==> config.mk <==
export PLATFORM = sky130hd
export DESIGN_NAME = conv_bus_arbiter_flat
export DESIGN_NICKNAME = d
export VERILOG_FILES = /design/src/rtl/conv_bus_arbiter_if.sv /design/src/rtl/conv_bus_arbiter.sv /design/src/flat_wrapper.sv
export SDC_FILE = /design/constraint.sdc
export NUM_CORES = 1
export LEC_CHECK = 0
export BUFFER_PORTS_ARGS = -buffer_cell sky130_fd_sc_hd__buf_2
export CAP_MARGIN = 10
export CORE_UTILIZATION = 39
export CTS_BUF_LIST = sky130_fd_sc_hd__clkbuf_4
export DETAILED_ROUTE_END_ITERATION = 7
export PLACE_DENSITY = 0.69
export SYNTH_ARGS = -nofsm -noshare
export SYNTH_HDL_FRONTEND = slang
export SYNTH_SLANG_ARGS = --single-unit
==> constraint.sdc <==
create_clock -name clk -period 5.13 [get_ports clk]
set_clock_uncertainty 0.05 [all_clocks]
set_input_delay 1.026 -clock clk [delete_from_list [all_inputs] [get_ports clk]]
set_output_delay 1.026 -clock clk [all_outputs]
set_load 0.02 [all_outputs]
==> src/rtl/conv_bus_arbiter_if.sv <==
// Request, address-bus and data-bus signals shared by the conv bridges, the arbiter and the system bus.
// The master modport is the arbiter's view. The slave modport is the view of the bridges and the bus.
interface conv_bus_arbiter_if #(
  parameter int unsigned ADDR_W = 28,
  parameter int unsigned ID_W   = 4,
  parameter int unsigned LEN_W  = 4
);
  logic              rd_valid;
  logic [ADDR_W-1:0] rd_addr;
  logic [LEN_W-1:0]  rd_len;
  logic [ID_W-1:0]   rd_id;
  logic              rd_ready;
  logic              wr_valid;
  logic [ADDR_W-1:0] wr_addr;
  logic [LEN_W-1:0]  wr_len;
  logic [ID_W-1:0]   wr_id;
  logic              wr_ready;
  logic [ADDR_W-1:0] addr;
  logic              arvalid;
  logic [LEN_W-1:0]  arlen;
  logic [ID_W-1:0]   aruser_id;
  logic              arready;
  logic              awvalid;
  logic [LEN_W-1:0]  awlen;
  logic [ID_W-1:0]   awuser_id;
  logic              awready;
  logic              rvalid;
  logic              rlast;
  logic              wready;
  logic              wuser_last;
  logic              rd_data_en;
  logic              wr_data_en;
  logic              len_err;
  logic              busy;

  modport master (
    input  rd_valid, rd_addr, rd_len, rd_id,
    input  wr_valid, wr_addr, wr_len, wr_id,
    input  arready, awready, rvalid, rlast, wready, wuser_last,
    output rd_ready, wr_ready, addr, arvalid, arlen, aruser_id,
    output awvalid, awlen, awuser_id, rd_data_en, wr_data_en, len_err, busy
  );

  modport slave (
    output rd_valid, rd_addr, rd_len, rd_id,
    output wr_valid, wr_addr, wr_len, wr_id,
    output arready, awready, rvalid, rlast, wready, wuser_last,
    input  rd_ready, wr_ready, addr, arvalid, arlen, aruser_id,
    input  awvalid, awlen, awuser_id, rd_data_en, wr_data_en, len_err, busy
  );
endinterface

==> src/rtl/conv_bus_arbiter.sv <==
// Registered round-robin arbiter that serialises conv RD/WR bridge transactions on the shared buses.
// Define CONV_ARB_TMO_EN to add the phase watchdog and the tmo_err output.
module conv_bus_arbiter #(
  parameter int unsigned ADDR_W   = 28,
  parameter int unsigned ID_W     = 4,
  parameter int unsigned LEN_W    = 4,
  parameter int unsigned TURN_CYC = 1,
  parameter int unsigned TMO_CYC  = 255
) (
  input  logic clk,
  input  logic rst_n,
`ifdef CONV_ARB_TMO_EN
  output logic tmo_err,
`endif
  conv_bus_arbiter_if.master bus
);

  typedef enum logic [2:0] {StIdle, StRa, StWa, StRd, StWd, StTurn} state_e;

  localparam logic [LEN_W:0] CntMax   = '1;
  localparam logic [1:0]     TurnLast = (TURN_CYC == 0) ? 2'd0 : 2'(TURN_CYC - 1);
  localparam state_e         StPost   = (TURN_CYC == 0) ? StIdle : StTurn;

  if (TURN_CYC > 3 || TMO_CYC == 0) begin : g_bad_cfg
    $error("conv_bus_arbiter: TURN_CYC must be 0..3 and TMO_CYC non-zero");
  end

  state_e            state_q, state_d;
  logic              last_wr_q, last_wr_d;
  logic [ADDR_W-1:0] addr_q, addr_d;
  logic [LEN_W-1:0]  len_q, len_d;
  logic [ID_W-1:0]   id_q, id_d;
  logic [LEN_W:0]    cnt_q, cnt_d;
  logic [1:0]        turn_q, turn_d;
  logic              len_err_q, len_err_d;
  logic              grant_rd, grant_wr, done;

`ifdef CONV_ARB_TMO_EN
  localparam int unsigned     TmoW    = $clog2(TMO_CYC + 1);
  localparam logic [TmoW-1:0] TmoLast = TmoW'(TMO_CYC - 1);

  logic [TmoW-1:0] wdog_q, wdog_d;
  logic            tmo_q, tmo_d;
  logic            in_phase, progress;
`endif

  // Grants are qualified by rst_n so no ready pulse can escape while reset is held.
  assign grant_rd = rst_n && (state_q == StIdle) && bus.rd_valid &&
                    (!bus.wr_valid || last_wr_q);
  assign grant_wr = rst_n && (state_q == StIdle) && bus.wr_valid &&
                    !(bus.rd_valid && last_wr_q);

  always_comb begin
    state_d   = state_q;
    last_wr_d = last_wr_q;
    addr_d    = addr_q;
    len_d     = len_q;
    id_d      = id_q;
    cnt_d     = cnt_q;
    turn_d    = turn_q;
    len_err_d = len_err_q;
    done      = 1'b0;

    unique case (state_q)
      StIdle: begin
        if (grant_rd) begin
          state_d   = StRa;
          last_wr_d = 1'b0;
          addr_d    = bus.rd_addr;
          len_d     = bus.rd_len;
          id_d      = bus.rd_id;
          cnt_d     = '0;
        end else if (grant_wr) begin
          state_d   = StWa;
          last_wr_d = 1'b1;
          addr_d    = bus.wr_addr;
          len_d     = bus.wr_len;
          id_d      = bus.wr_id;
          cnt_d     = '0;
        end
      end
      StRa: if (bus.arready) state_d = StRd;
      StWa: if (bus.awready) state_d = StWd;
      StRd: begin
        if (bus.rvalid) begin
          if (bus.rlast) done = 1'b1;
          else           cnt_d = (cnt_q == CntMax) ? cnt_q : cnt_q + 1'b1;
        end
      end
      StWd: begin
        if (bus.wready) begin
          if (bus.wuser_last) done = 1'b1;
          else                cnt_d = (cnt_q == CntMax) ? cnt_q : cnt_q + 1'b1;
        end
      end
      StTurn: begin
        if (turn_q == TurnLast) state_d = StIdle;
        else                    turn_d  = turn_q + 2'd1;
      end
      default: state_d = StIdle;
    endcase

    // cnt_q holds the beats before the final one, so a correct burst ends with cnt_q == len.
    if (done) begin
      if (cnt_q != {1'b0, len_q}) len_err_d = 1'b1;
      cnt_d   = '0;
      turn_d  = 2'd0;
      state_d = StPost;
    end

`ifdef CONV_ARB_TMO_EN
    tmo_d    = tmo_q;
    in_phase = (state_q == StRa) || (state_q == StWa) || (state_q == StRd) || (state_q == StWd);
    progress = ((state_q == StRa) && bus.arready) || ((state_q == StWa) && bus.awready) ||
               ((state_q == StRd) && bus.rvalid)  || ((state_q == StWd) && bus.wready);
    wdog_d   = (in_phase && !progress) ? wdog_q + 1'b1 : '0;
    if (in_phase && !progress && (wdog_q == TmoLast)) begin
      tmo_d   = 1'b1;
      wdog_d  = '0;
      cnt_d   = '0;
      turn_d  = 2'd0;
      state_d = StPost;
    end
`endif
  end

  always_ff @(posedge clk or negedge rst_n) begin
    if (!rst_n) begin
      state_q   <= StIdle;
      last_wr_q <= 1'b1;
      addr_q    <= '0;
      len_q     <= '0;
      id_q      <= '0;
      cnt_q     <= '0;
      turn_q    <= 2'd0;
      len_err_q <= 1'b0;
    end else begin
      state_q   <= state_d;
      last_wr_q <= last_wr_d;
      addr_q    <= addr_d;
      len_q     <= len_d;
      id_q      <= id_d;
      cnt_q     <= cnt_d;
      turn_q    <= turn_d;
      len_err_q <= len_err_d;
    end
  end

`ifdef CONV_ARB_TMO_EN
  always_ff @(posedge clk or negedge rst_n) begin
    if (!rst_n) begin
      wdog_q <= '0;
      tmo_q  <= 1'b0;
    end else begin
      wdog_q <= wdog_d;
      tmo_q  <= tmo_d;
    end
  end

  assign tmo_err = tmo_q;
`endif

  assign bus.rd_ready   = grant_rd;
  assign bus.wr_ready   = grant_wr;
  assign bus.arvalid    = (state_q == StRa);
  assign bus.awvalid    = (state_q == StWa);
  assign bus.addr       = ((state_q == StRa) || (state_q == StWa)) ? addr_q : '0;
  assign bus.arlen      = (state_q == StRa) ? len_q : '0;
  assign bus.aruser_id  = (state_q == StRa) ? id_q : '0;
  assign bus.awlen      = (state_q == StWa) ? len_q : '0;
  assign bus.awuser_id  = (state_q == StWa) ? id_q : '0;
  assign bus.rd_data_en = (state_q == StRd);
  assign bus.wr_data_en = (state_q == StWd);
  assign bus.len_err    = len_err_q;
  assign bus.busy       = (state_q != StIdle);

endmodule

==> src/flat_wrapper.sv <==
// flat-port wrapper written by rule: the top's interface ports become plain ports
module conv_bus_arbiter_flat 
#(
  parameter int unsigned ADDR_W   = 28,
  parameter int unsigned ID_W     = 4,
  parameter int unsigned LEN_W    = 4,
  parameter int unsigned TURN_CYC = 1,
  parameter int unsigned TMO_CYC  = 255
)
  (clk, rst_n, bus_rd_valid, bus_rd_addr, bus_rd_len, bus_rd_id, bus_wr_valid, bus_wr_addr, bus_wr_len, bus_wr_id, bus_arready, bus_awready, bus_rvalid, bus_rlast, bus_wready, bus_wuser_last, bus_rd_ready, bus_wr_ready, bus_addr, bus_arvalid, bus_arlen, bus_aruser_id, bus_awvalid, bus_awlen, bus_awuser_id, bus_rd_data_en, bus_wr_data_en, bus_len_err, bus_busy);
  conv_bus_arbiter_if #(.ADDR_W(ADDR_W), .ID_W(ID_W), .LEN_W(LEN_W)) bus_i ();
  input  logic clk;
  input  logic rst_n;
  input wire logic [$bits(bus_i.rd_valid)-1:0] bus_rd_valid;
  input wire logic [$bits(bus_i.rd_addr)-1:0] bus_rd_addr;
  input wire logic [$bits(bus_i.rd_len)-1:0] bus_rd_len;
  input wire logic [$bits(bus_i.rd_id)-1:0] bus_rd_id;
  input wire logic [$bits(bus_i.wr_valid)-1:0] bus_wr_valid;
  input wire logic [$bits(bus_i.wr_addr)-1:0] bus_wr_addr;
  input wire logic [$bits(bus_i.wr_len)-1:0] bus_wr_len;
  input wire logic [$bits(bus_i.wr_id)-1:0] bus_wr_id;
  input wire logic [$bits(bus_i.arready)-1:0] bus_arready;
  input wire logic [$bits(bus_i.awready)-1:0] bus_awready;
  input wire logic [$bits(bus_i.rvalid)-1:0] bus_rvalid;
  input wire logic [$bits(bus_i.rlast)-1:0] bus_rlast;
  input wire logic [$bits(bus_i.wready)-1:0] bus_wready;
  input wire logic [$bits(bus_i.wuser_last)-1:0] bus_wuser_last;
  output wire logic [$bits(bus_i.rd_ready)-1:0] bus_rd_ready;
  output wire logic [$bits(bus_i.wr_ready)-1:0] bus_wr_ready;
  output wire logic [$bits(bus_i.addr)-1:0] bus_addr;
  output wire logic [$bits(bus_i.arvalid)-1:0] bus_arvalid;
  output wire logic [$bits(bus_i.arlen)-1:0] bus_arlen;
  output wire logic [$bits(bus_i.aruser_id)-1:0] bus_aruser_id;
  output wire logic [$bits(bus_i.awvalid)-1:0] bus_awvalid;
  output wire logic [$bits(bus_i.awlen)-1:0] bus_awlen;
  output wire logic [$bits(bus_i.awuser_id)-1:0] bus_awuser_id;
  output wire logic [$bits(bus_i.rd_data_en)-1:0] bus_rd_data_en;
  output wire logic [$bits(bus_i.wr_data_en)-1:0] bus_wr_data_en;
  output wire logic [$bits(bus_i.len_err)-1:0] bus_len_err;
  output wire logic [$bits(bus_i.busy)-1:0] bus_busy;
  assign bus_i.rd_valid = bus_rd_valid;
  assign bus_i.rd_addr = bus_rd_addr;
  assign bus_i.rd_len = bus_rd_len;
  assign bus_i.rd_id = bus_rd_id;
  assign bus_i.wr_valid = bus_wr_valid;
  assign bus_i.wr_addr = bus_wr_addr;
  assign bus_i.wr_len = bus_wr_len;
  assign bus_i.wr_id = bus_wr_id;
  assign bus_i.arready = bus_arready;
  assign bus_i.awready = bus_awready;
  assign bus_i.rvalid = bus_rvalid;
  assign bus_i.rlast = bus_rlast;
  assign bus_i.wready = bus_wready;
  assign bus_i.wuser_last = bus_wuser_last;
  assign bus_rd_ready = bus_i.rd_ready;
  assign bus_wr_ready = bus_i.wr_ready;
  assign bus_addr = bus_i.addr;
  assign bus_arvalid = bus_i.arvalid;
  assign bus_arlen = bus_i.arlen;
  assign bus_aruser_id = bus_i.aruser_id;
  assign bus_awvalid = bus_i.awvalid;
  assign bus_awlen = bus_i.awlen;
  assign bus_awuser_id = bus_i.awuser_id;
  assign bus_rd_data_en = bus_i.rd_data_en;
  assign bus_wr_data_en = bus_i.wr_data_en;
  assign bus_len_err = bus_i.len_err;
  assign bus_busy = bus_i.busy;
  conv_bus_arbiter #(.ADDR_W(ADDR_W), .ID_W(ID_W), .LEN_W(LEN_W), .TURN_CYC(TURN_CYC), .TMO_CYC(TMO_CYC)) u_core (.clk(clk), .rst_n(rst_n), .bus(bus_i));
endmodule
# --- After elaboration in Yosys (flattened, before gate mapping) ---
# Cells that the tools add are included.
totals:
  regBits: 48
  inputBits: 82
  output_inout_bits: 52
  elab_cells: 86
classes:
  add_sub_neg: 2
  n_eq_ne: 17
  mux: 37
  reduce_logical: 22
ops:
  columns: ["operator", "n"]
  rows:
  - ["$mux 28", 3]
  - ["$mux 5", 8]
  - ["$mux 4", 8]
  - ["$mux 3", 6]
  - ["$ne 3x2->1 const B", 6]
  - ["$pmux 3 s5", 1]
  - ["$pmux 5 s3", 1]
  - ["$eq 3x2->1 const B", 2]
  - ["$eq 3x3->1 const B", 2]
  - ["$logic_and 1x1->1", 6]
  - ["$mux 1", 6]
  - ["$mux 2", 3]
  - ["$reduce_and 2->1", 3]
  - ["$reduce_and 6->1", 1]
  - ["$add 5x1->5 const B", 1]
  - ["$eq 5x5->1 const B", 1]
  - ["$ne 5x4->1", 1]
  - ["$reduce_and 5->1", 1]
  - ["$ne 2x1->1 const B", 2]
  - ["$ne 4x3->1 const B", 1]
  - ["$reduce_bool 2->1", 2]
  - ["$reduce_bool 4->1", 1]
  - ["$eq 3x1->1 const B", 1]
  - ["$logic_not 3->1", 1]
  - ["other kinds (8)", 10]

# --- Longest topological paths before layout ---
# Gate-level depths: netlist (run 1).
depth:
  depth_word: 8
  ltp_mapped: 8
  mapped_depth_nobuf: 8

# --- Worst setup path after synthesis (run 1) ---
# OpenSTA, ideal clock, no wires.
synth_timing:
  path_kind: "input to output"
  from: "input bus_rd_valid"
  to: "output bus_rd_ready"
  arrival_ps: 1831
  required_ps: 4054
  slack_ps: 2223
  cell_stages: 5
  n_path_buf: 2
  cell_sequence: "a21boi_1 > nand3_1 > buf_4 > buf_4 > inv_1"
synth_via:
  elab_chain_len: 2
synth_rtl:
  columns: ["element", "line_no", "text"]
  rows:
  - ["from (decl)", "flat_wrapper.sv:14", "input wire logic [$bits(bus_i.rd_valid)-1:0] bus_rd_valid;"]
  - ["$logic_and 1x1->1 (2 in a row)", "conv_bus_arbiter.sv:48", "assign grant_rd = rst_n && (state_q == StIdle) && bus.rd_valid &&"]
  - ["to (decl)", "flat_wrapper.sv:28", "output wire logic [$bits(bus_i.rd_ready)-1:0] bus_rd_ready;"]
# Every way passes these cells.

# --- Worst setup path in the final report (run 1) ---
layout_timing:
  from: "register u_core.state_q[2]"
  to: "output bus_addr[5]"
layout_via:
  elab_chain_len: 3
  word_cells_on_any_way: 4
  classes_between: "eq/ne: 2; mux: 1; reduce/logical: 1"
layout_rtl:
  columns: ["element", "line_no", "text"]
  rows:
  - ["from (decl)", "conv_bus_arbiter.sv:28", "state_e state_q, state_d;"]
  - ["from (signal assigned)", "conv_bus_arbiter.sv:129", "state_q <= StIdle;"]
  - ["from (signal assigned)", "conv_bus_arbiter.sv:138", "state_q <= state_d;"]
  - ["$eq 3x1->1 / $eq 3x2->1 (equally long branches)", "conv_bus_arbiter.sv:167", "assign bus.addr = ((state_q == StRa) || (state_q == StWa)) ? addr_q : '0;"]
  - ["$logic_or 1x1->1 *", "conv_bus_arbiter.sv:167", null]
  - ["$mux 28 *", "conv_bus_arbiter.sv:167", null]
  - ["to (decl)", "flat_wrapper.sv:30", "output wire logic [$bits(bus_i.addr)-1:0] bus_addr;"]
# Mark *: on every way between the ends. The rest lies on a longest branch, timed or not.

==> run summary, run 1 <==
* **clock group share of total power** 0.105
* **power per unit of standard cell area** 484.6 mW/mm²
* **vias** 2456
* **area share of the largest cell type after synthesis** 0.4195
* **highest cell delay on the worst timing path** 910 ps
* **Hold WC Path Type** register to register
* **CP max-delay cell** sky130_fd_sc_hd__nor2_2
* **endpoints failing setup** 0
* **overall routing resource usage** 0.1802
* **final hold viol count** 0
* **fin. max-slew vios** 0
* **count of flip-flops with a built-in enable after synthesis** 0
* **required time of the critical path** 4050 ps
* **via count of the first global-routing pass** 2336
* **starting density of the core** 0.4082
* **mux contribution to synthesized area** 0.1486
* **summed negative setup slack over all endpoints** 0 ps
* **Unique masters post-synth** 50
* **Max-Cap Viols** 0
* **total overflow reported by the global router** 0
* **Comb pwr share** 0.517
* **sequential element share of the synthesized area** 0.4288
* **number of levels in the clock H-tree** 2
* **CTS tree** done
* **number of violations reported at the end of detailed-routing iteration 0** 45
* **number of nets in the synthesized netlist** 376
* **area added between synthesis and finish** 27.84%
* **period utilisation layout** 0.7262
* **standard-cell rows** 30
* **worst voltage drop across the vdd grid** 193.9 µV
* **placement-stage worst setup slack** 1765 ps
* **number of antenna violations at the first check in global routing** 0
* **Post-CTS Hold Buffers** 0
* **Detail Placement HPWL** 5185 µm
* **combinational family with the most area after synthesis** simple AND/OR/NAND/NOR gates
* **adder-cell share of the synthesized area** 0.01339
* **worst slew margin relative to its limit** 0.2315
* **final-stage net count** 504
* **synthesized area per cell** 9.636 µm²
* **post-synthesis xor/xnor area fraction** 0.01562
* **sequence of cells on the critical path** inv_2 > and3_1 > nor2_2 > nor2b_1 > buf_2
* **post-synthesis instance total** 291
* **number of top-level pins** 134
* **post-synthesis simple-gate area fraction** 0.2146
* **most common library cells after synthesis** 47 x sky130_fd_sc_hd__dfrtp_1, 40 x sky130_fd_sc_hd__nand2_1, 39 x sky130_fd_sc_hd__mux2i_1, 30 x sky130_fd_sc_hd__o21ai_0, 28 x sky130_fd_sc_hd__nor2b_1
* **most used standard cell by instance count after synthesis** sky130_fd_sc_hd__dfrtp_1
* **total iterations of the first detailed-routing run** 4
* **fraction of the core area covered by cells at the end of the flow** 0.5219
* **cts bufs inserted** 5
* **async set-or-reset flop fraction in the synthesized netlist** 1.000
* **drt total wl** 6707 µm
* **die height** 86.79 µm
* **maximum number of pins on one net before global-route repair** 45
* **postcts setup bufs** 0
* **commonest register cell after synthesis** sky130_fd_sc_hd__dfrtp_1
* **type of origin of the critical path** register
* **drt wl/cell** 13.00 µm
* **Yosys reg bits** 48
* **horizontal die dimension** 86.79 µm
* **top cell type by total area after synthesis** sky130_fd_sc_hd__dfrtp_1
* **sinks on the clock net** 48
* **DRC viols** 0
* **yosys synthesis warning count** 0
* **leakage dissipation** 2.089 nW
* **unrepaired setup endpoints after global routing** false
* **maximum clock frequency** 268.4 MHz
* **maximum number of buffers from clock root to sink** 2
* **type of the worst setup path** register to output pin
* **P_int** 0.9540 mW
* **Final min period** 3726 ps
* **clock edge transition at the registers on the reported setup and hold paths** 140 ps
* **global-route wire length before repair** 10560 µm
* **via/cell ratio** 4.760
* **Top delay family on crit path** simple AND/OR/NAND/NOR gates
* **transition time at the pin with the least slew margin** 1152 ps
* **internal reg-to-reg setup slack** 2830 ps
* **area of the core** 0.006869 mm²
* **Resized Gates After CTS** 0
* **die area** 0.007533 mm²
* **cell area after synthesis** 0.002804 mm²
* **routability cong.** 0.8439
* **Buffers on Ports** 133
* **root buf cell** sky130_fd_sc_hd__clkbuf_4
* **Final Worst Setup Slack** 1404 ps
* **arrival time at the worst endpoint** 2650 ps
* **net load switching power** 0.7831 mW
* **antenna-violating nets left** 0
* **fraction of final layout cells with drive strength greater than 1** 0.3810
* **number of diodes** 0
* **worst-skew pair later-pin latency** 370 ps
* **relative contribution of sequential cells to total power** 0.378
* **top cells by area, synth** sky130_fd_sc_hd__dfrtp_1 42%, sky130_fd_sc_hd__mux2i_1 14%, sky130_fd_sc_hd__nor2b_1 6.2%, sky130_fd_sc_hd__nand2_1 5.4%, sky130_fd_sc_hd__o21ai_0 5.4%
* **switching power share of the total** 0.4508
* **area fraction in compound gates after synthesis** 0.1294
* **Worst Path Buf+Inv** 2
* **worst hold-check slack** 443.8 ps
* **CP Capture Type** output pin
* **biggest fanout along the worst timing path** 28
* **outcome** finished, final reports clean
==> per-stage QoR <==
stage / std cells / total power [mW] / cell area (µm²)
final: 516 / 1.737 / 3585
after global routing: 516 / 1.886 / 3585
after CTS: 516 / 1.766 / 3585
after detailed placement: 508 / 1.580 / 3525
after global placement: 508 / 1.547 / 3525
after floorplan: 291 / 1.322 / 2804
==> logic make-up after synthesis <==
kind of cell,after synthesis
buffers and inverters,26
adder cells (fa/ha/maj),3
multiplexers,41
flip-flops,48
AND/OR/NAND/NOR,110
XOR/XNOR,5
AO/OA/AOI/OAI,58
==> power groups by stage <==
stage | registers (mW) | clock network (mW) | logic, mW
after detailed placement | 0.666 | 0 | 0.914
after global placement | 0.663 | 0 | 0.884
after CTS | 0.659 | 0.193 | 0.914
after global routing | 0.680 | 0.205 | 1.00
final | 0.657 | 0.182 | 0.898
after floorplan | 0.617 | 0 | 0.704
==> routing by layer <==
metal	global-route usage	up-vias	share of wire
met5	0	-	0
met2	0.3300	72	0.52
li1	-	1253	-
met1	0.2116	1122	0.42
met4	0.05000	0	0.011
met3	0.03810	9	0.044
==> registers in the layout, indices dropped and copies added, names as in the netlist <==
name,cells
u_core.state_q,3
u_core.addr_q,28
u_core.len_q,4
u_core.id_q,4
u_core.last_wr_q,1
u_core.bus.len_err,1
u_core.cnt_q,5
u_core.turn_q,2
==> worst reg2reg max path, cell delays in order, from the launching register on <==
cell	delay, ps
sky130_fd_sc_hd__dfrtp_1	460
sky130_fd_sc_hd__ha_1	210
sky130_fd_sc_hd__and3_1	160
sky130_fd_sc_hd__ha_1	220
sky130_fd_sc_hd__inv_1	50
sky130_fd_sc_hd__o21ai_0	120
sky130_fd_sc_hd__a21boi_0	130
sky130_fd_sc_hd__o31ai_1	580
sky130_fd_sc_hd__mux2_2	270
==> placed cells by master (no fill, tap or decap), drive strengths merged, types with 2 or more instances in the layout <==
cell | synthesis | layout
buf | 8 | 137
dfrtp | 47 | 47
nand2 | 40 | 40
mux2i | 39 | 39
o21ai | 38 | 38
nor2b | 28 | 28
and2 | 16 | 16
inv | 9 | 10
nor2 | 9 | 9
clkbuf | 8 | 5
xnor2 | 4 | 4
and3 | 3 | 3
a22o | 3 | 3
a21oi | 3 | 3
ha | 3 | 3
clkinv | 1 | 3
nor3 | 3 | 3
nand3 | 3 | 3
a21boi | 2 | 2
mux2 | 2 | 2
==> layout make-up <==
| class | instances | area [µm²] |
|---|---|---|
| multi-input combinational | 217 | 1468 |
| fill | 663 | 3284 |
| inverter | 10 | 38.79 |
| timing repair buffer | 137 | 695.7 |
| clock buffer | 5 | 37.54 |
| clock inverter | 3 | 22.52 |
| sequential | 48 | 1202 |
| tap | 96 | 120.1 |
==> worst paths after layout <==
path / to / cells after the start / start
worst max-delay path: bus_addr[5] / 5 / u_core.state_q[2]
worst min-delay path: u_core.addr_q[4] / 2 / u_core.addr_q[4]
worst max register to register: u_core.cnt_q[0] / 8 / u_core.cnt_q[0]
worst min register to register: u_core.addr_q[4] / 2 / u_core.addr_q[4]
max in group asynchronous: u_core.addr_q[21] / 2 / rst_n
min in group asynchronous: u_core.addr_q[27] / 1 / rst_n
Power figures use the tool's default switching activity.
==> inputs of run 2 (changes only) <==
--- a/config.mk
+++ b/config.mk
@@ -10,7 +10,7 @@
 export CORE_UTILIZATION = 39
 export CTS_BUF_LIST = sky130_fd_sc_hd__clkbuf_4
 export DETAILED_ROUTE_END_ITERATION = 7
-export PLACE_DENSITY = 0.69
+export PLACE_DENSITY = 0.72
 export SYNTH_ARGS = -nofsm -noshare
 export SYNTH_HDL_FRONTEND = slang
 export SYNTH_SLANG_ARGS = --single-unit
==> constraint.sdc (replaced) <==
create_clock -name clk -period 3.1 [get_ports clk]
set_clock_uncertainty 0.05 [all_clocks]
set_input_delay 0.62 -clock clk [delete_from_list [all_inputs] [get_ports clk]]
set_output_delay 0.62 -clock clk [all_outputs]
set_load 0.02 [all_outputs]
==> run 2 against run 1 <==
Clock power grew 57%; clock-buffer cell count is the same; final area is the same; hold slack lost 260 ps; worst setup slack lost 1200 ps; largest cell class unchanged; highest routed layer unchanged; utilization is the same; global-route usage grew 0.55 points.
==> run summary, run 2 (synthesized netlist as in run 1, its figures left out) <==
* **outcome** finished, final reports clean
* **Worst Path Buf+Inv** 2
* **die area** 0.007533 mm²
* **die height** 86.79 µm
* **biggest fanout along the worst timing path** 28
* **worst voltage drop across the vdd grid** 302.1 µV
* **post-place instance area** 0.003525 mm²
* **maximum number of buffers from clock root to sink** 2
* **number of top-level pins** 134
* **power consumption** 2.870 mW
* **power per unit of standard cell area** 800.5 mW/mm²
* **root buf cell** sky130_fd_sc_hd__clkbuf_4
* **fin. max-slew vios** 0
* **worst-skew pair later-pin latency** 350 ps
* **Comb pwr share** 0.523
* **antenna-violating nets left** 0
* **maximum clock frequency** 351.3 MHz
* **Max-Cap Viols** 0
* **net load switching power** 1.288 mW
* **number of antenna violations at the first check in global routing** 0
* **starting density of the core** 0.4082
* **required time of the critical path** 2430 ps
* **number of diodes** 0
* **routability cong.** 0.8377
* **arrival time at the worst endpoint** 2180 ps
* **area of the core** 0.006869 mm²
* **number of levels in the clock H-tree** 2
* **fraction of final layout cells with drive strength greater than 1** 0.3786
* **period utilisation layout** 0.9183
* **standard-cell rows** 30
* **Finished Cell Area** 0.003585 mm²
* **CP Capture Type** output pin
* **endpoints failing setup** 0
* **type of the worst setup path** register to output pin
* **drt total wl** 6699 µm
* **overall routing resource usage** 0.1857
* **most flop-heavy register** u_core.addr_q
* **maximum number of pins on one net before global-route repair** 73
* **worst hold-check slack** 181.1 ps
* **postcts setup bufs** 0
* **number of violations reported at the end of detailed-routing iteration 0** 124
* **sinks on the clock net** 48
* **Detail Placement HPWL** 5233 µm
* **global-route wire length before repair** 10850 µm
* **Filler Cells Inserted** 661
* **clock edge transition at the registers on the reported setup and hold paths** 140 ps
* **final-stage net count** 504
* **Top delay family on crit path** simple AND/OR/NAND/NOR gates
* **CTS tree** done
* **sequence of cells on the critical path** or3_4 > clkinv_2 > nor2_4 > nor2b_1 > buf_2
* **total iterations of the first detailed-routing run** 4
* **highest cell delay on the worst timing path** 590 ps
* **unrepaired setup endpoints after global routing** false
* **Hold WC Path Type** primary input to asynchronous set/reset pin
* **type of origin of the critical path** register
* **leakage dissipation** 2.089 nW
* **via count of the first global-routing pass** 2377
* **DRC viols** 0
* **drt wl/cell** 12.98 µm
* **total overflow reported by the global router** 0
* **number of flip-flops under the largest register name** 28
* **clock group share of total power** 0.099
* **transition time at the pin with the least slew margin** 649.9 ps
* **most common cell after layout, fill and taps aside** sky130_fd_sc_hd__buf_2
* **P_int** 1.582 mW
* **commonest non-fill, non-tap cells in the layout** 133 x sky130_fd_sc_hd__buf_2, 47 x sky130_fd_sc_hd__dfrtp_1, 40 x sky130_fd_sc_hd__nand2_1, 39 x sky130_fd_sc_hd__mux2i_1, 30 x sky130_fd_sc_hd__o21ai_0
* **Buffers on Ports** 133
* **summed negative setup slack over all endpoints** 0 ps
* **final hold viol count** 0
* **via/cell ratio** 4.816
* **registers with the highest flip-flop counts** u_core.addr_q: 28 flops, u_core.cnt_q: 5 flops
* **CP max-delay cell** sky130_fd_sc_hd__dfrtp_1
* **vias** 2485
* **cts bufs inserted** 5
* **horizontal die dimension** 86.79 µm
* **area added between synthesis and finish** 27.84%
* **worst slew margin relative to its limit** 0.5657
* **switching power share of the total** 0.4487
* **Final min period** 2847 ps
* **relative contribution of sequential cells to total power** 0.378
* **internal reg-to-reg setup slack** 860 ps
-- run 2: cell count changes in the layout (fill, tap and decap cells not counted) --
cell	delta
sky130_fd_sc_hd__clkinv_1	+1
sky130_fd_sc_hd__nor2_4	+1
sky130_fd_sc_hd__clkinv_4	-1
sky130_fd_sc_hd__nor2_2	-1
-- run 2: cell type report --
cell class	count	area (µm²)	share of cell area
clock buffer	5	37.54	0.01047
sequential	48	1202	0.3354
tap	96	120.1	0.03351
timing repair buffer	137	695.7	0.1941
inverter	10	38.79	0.01082
multi-input combinational	217	1473	0.4108
clock inverter	3	17.52	0.004887
-- run 2: per-stage QoR --
| step | setup slack, ps | util | cells |
|---|---|---|---|
| after floorplan | 798.9 | - | 291 |
| after global placement | 352.1 | 0.5131 | 508 |
| after detailed placement | 231.5 | 0.5131 | 508 |
| after CTS | 177.2 | 0.5219 | 516 |
| after global routing | 22.36 | 0.5219 | 516 |
| final | 253.2 | 0.5219 | 516 |
-- run 2: power groups by stage --
stage	clock (mW)	combinational (mW)	sequential, mW
after global routing	0.324	1.68	1.12
after floorplan	0	1.17	1.02
after CTS	0.302	1.53	1.09
after global placement	0	1.47	1.09
after detailed placement	0	1.52	1.10
final	0.285	1.50	1.08
-- run 2: layer usage --
layer  GRT usage  share of wire  vias up
met1      0.2345           0.42     1131
met2      0.3271           0.52       92
met5           0              0        -
li1            -              -     1256
met3     0.02476          0.045        6
met4     0.06061          0.014        0
-- run 2: worst paths after layout --
path	start	to	cells after the start
max	u_core.state_q[1]	bus_addr[23]	5
min	rst_n	u_core.id_q[2]	1
max reg2reg	u_core.cnt_q[0]	u_core.cnt_q[0]	8
min reg2reg	u_core.bus.len_err	u_core.bus.len_err	1
max in group asynchronous	rst_n	u_core.last_wr_q	2
min in group clk	u_core.bus.len_err	u_core.bus.len_err	1
-- run 2: repair_timing --
item	CTS	global route
hold buffers	0	0
setup endpoints to repair	28	0
gates resized for setup	1	0
==> inputs of run 3 (changes only) <==
--- a/config.mk
+++ b/config.mk
@@ -7,10 +7,10 @@
 export LEC_CHECK = 0
 export BUFFER_PORTS_ARGS = -buffer_cell sky130_fd_sc_hd__buf_2
 export CAP_MARGIN = 10
-export CORE_UTILIZATION = 39
+export CORE_UTILIZATION = 43
 export CTS_BUF_LIST = sky130_fd_sc_hd__clkbuf_4
 export DETAILED_ROUTE_END_ITERATION = 7
-export PLACE_DENSITY = 0.72
+export PLACE_DENSITY = 0.78
 export SYNTH_ARGS = -nofsm -noshare
 export SYNTH_HDL_FRONTEND = slang
 export SYNTH_SLANG_ARGS = --single-unit
==> run 3 against run 2 <==
Clock power hardly changed; sequential share of layout area up 0.15 points; first-iteration DRC count grew 0.81%; via count down 1.8%; worst setup slack lost 12 ps; hold slack improved by 31 ps; final area decreased by 0.45%; global-route usage increased by 0.52 points; combinational power hardly changed; non-clock buffer count is the same.
==> run summary, run 3 (synthesized netlist as in run 1, its figures left out) <==
* **CP Capture Type** output pin
* **period utilisation layout** 0.9223
* **biggest fanout along the worst timing path** 28
* **total overflow reported by the global router** 0
* **transition time at the pin with the least slew margin** 997.3 ps
* **worst slew margin relative to its limit** 0.3322
* **number of violations reported at the end of detailed-routing iteration 0** 125
* **die area** 0.006848 mm²
* **area of the core** 0.006314 mm²
* **type of origin of the critical path** register
* **drt wl/cell** 13.52 µm
* **type of the worst setup path** register to output pin
* **starting density of the core** 0.4441
* **post-place instance area** 0.003513 mm²
* **overall routing resource usage** 0.1909
* **worst-skew pair later-pin latency** 350 ps
* **Detail Placement HPWL** 5076 µm
* **leakage dissipation** 2.093 nW
* **fraction of the core area covered by cells at the end of the flow** 0.5652
* **Max-Cap Viols** 0
* **switching power share of the total** 0.4462
* **number of diodes** 0
* **drt total wl** 6705 µm
* **worst setup path start** u_core.state_q[1]
* **number of levels in the clock H-tree** 2
* **P_int** 1.596 mW
* **global-route wire length before repair** 9873 µm
* **die height** 82.75 µm
* **vias** 2441
* **Post-CTS Hold Buffers** 0
* **fin. max-slew vios** 0
* **maximum number of pins on one net before global-route repair** 63
* **via/cell ratio** 4.921
* **Comb pwr share** 0.524
* **power per unit of standard cell area** 807.6 mW/mm²
* **maximum number of buffers from clock root to sink** 2
* **cts bufs inserted** 5
* **relative contribution of sequential cells to total power** 0.377
* **endpoints failing setup** 0
* **most flop-heavy register** u_core.addr_q
* **clock edge transition at the registers on the reported setup and hold paths** 140 ps
* **most common cell after layout, fill and taps aside** sky130_fd_sc_hd__buf_2
* **Final min period** 2859 ps
* **routability cong.** 0.8113
* **registers with the highest flip-flop counts** u_core.addr_q: 28 flops, u_core.cnt_q: 5 flops
* **sinks on the clock net** 48
* **via count of the first global-routing pass** 2217
* **CTS tree** done
* **number of flip-flops under the largest register name** 28
* **area added between synthesis and finish** 27.26%
* **fraction of final layout cells with drive strength greater than 1** 0.3795
* **Filler Cells Inserted** 588
* **Hold WC Path Type** primary input to asynchronous set/reset pin
* **maximum clock frequency** 349.8 MHz
* **Finished Cell Area** 0.003568 mm²
* **unrepaired setup endpoints after global routing** false
* **outcome** finished, final reports clean
* **Buffers on Ports** 133
* **total iterations of the first detailed-routing run** 4
* **startpoint of the lowest-slack register-to-register path** u_core.cnt_q[0]
* **worst voltage drop across the vdd grid** 370.5 µV
* **number of top-level pins** 134
* **net load switching power** 1.286 mW
* **number of antenna violations at the first check in global routing** 0
* **final hold viol count** 0
* **antenna-violating nets left** 0
* **required time of the critical path** 2430 ps
* **summed negative setup slack over all endpoints** 0 ps
* **final-stage net count** 504
* **commonest non-fill, non-tap cells in the layout** 133 x sky130_fd_sc_hd__buf_2, 47 x sky130_fd_sc_hd__dfrtp_1, 40 x sky130_fd_sc_hd__nand2_1, 39 x sky130_fd_sc_hd__mux2i_1, 30 x sky130_fd_sc_hd__o21ai_0
* **clock group share of total power** 0.099
* **standard-cell rows** 29
* **root buf cell** sky130_fd_sc_hd__clkbuf_4
* **DRC viols** 0
* **horizontal die dimension** 82.75 µm
* **arrival time at the worst endpoint** 2190 ps
## run 3: cell types whose count changed in the layout (fill, tap and decap cells not counted), sizes merged
cell / previous run / this run
inv: 10 / 9
clkbuf: 5 / 6
clkinv: 3 / 2
## run 3: worst paths after layout
path / endpoint / slack (ps) / cells after the start
max: bus_addr[11] / 240 / 5
min: u_core.addr_q[8] / 210 / 1
max reg2reg: u_core.cnt_q[0] / 780 / 8
min reg2reg: u_core.addr_q[12] / 440 / 2
max in group asynchronous: u_core.id_q[3] / 2010 / 2
min in group clk: u_core.addr_q[12] / 440 / 2
## run 3: what timing repair did
action	in CTS	in global routing
buffers inserted	0	0
setup endpoints to repair	28	0
endpoints found under the hold margin	0	0
gates resized for setup	1	0
## run 3: final cells by class
| cell class | instances | area [µm²] | share of cell area |
|---|---|---|---|
| Clock buffer | 6 | 45.04 | 0.01262 |
| Tap cell | 77 | 96.34 | 0.02700 |
| Timing Repair Buffer | 137 | 708.2 | 0.1985 |
| Clock inverter | 1 | 5.005 | 0.001403 |
| Sequential cell | 48 | 1202 | 0.3370 |
| Inverter | 10 | 38.79 | 0.01087 |
| Multi-Input combinational cell | 217 | 1473 | 0.4127 |
## run 3: stage by stage
step	setup WS (ps)	power (mW)	instances	hold slack, ps
2_1_floorplan	798.9	2.188	291	274.4
3_3_place_gp	351.3	2.565	489	407.0
3_5_place_dp	300.9	2.622	489	412.8
4_1_cts	242.3	2.908	496	232.0
5_1_grt	51.15	3.138	496	242.2
6_report	241.0	2.882	496	212.6
## run 3: routing by layer
metal	routed length [µm]	share of wire	global-route usage	vias up
li1	-	-	-	1254
met1	2910	0.43	0.2381	1118
met2	3472	0.52	0.3279	62
met3	253	0.038	0.03077	7
met4	69	0.010	0.07586	0
met5	0	0	0	-
## run 3: power groups by stage
stage / sequential (mW) / combinational, mW / clock (mW)
floorplan: 1.02 / 1.17 / 0
global placement: 1.09 / 1.47 / 0
detailed placement: 1.10 / 1.52 / 0
CTS: 1.09 / 1.52 / 0.292
global route: 1.13 / 1.70 / 0.316
finish: 1.09 / 1.51 / 0.285
## run 3: worst max-delay path, stage by stage (launching register included)
cell	delay (ps)
sky130_fd_sc_hd__dfrtp_1	590
sky130_fd_sc_hd__or3_4	240
sky130_fd_sc_hd__clkinv_2	150
sky130_fd_sc_hd__nor2_4	550
sky130_fd_sc_hd__nor2b_1	110
sky130_fd_sc_hd__buf_2	190
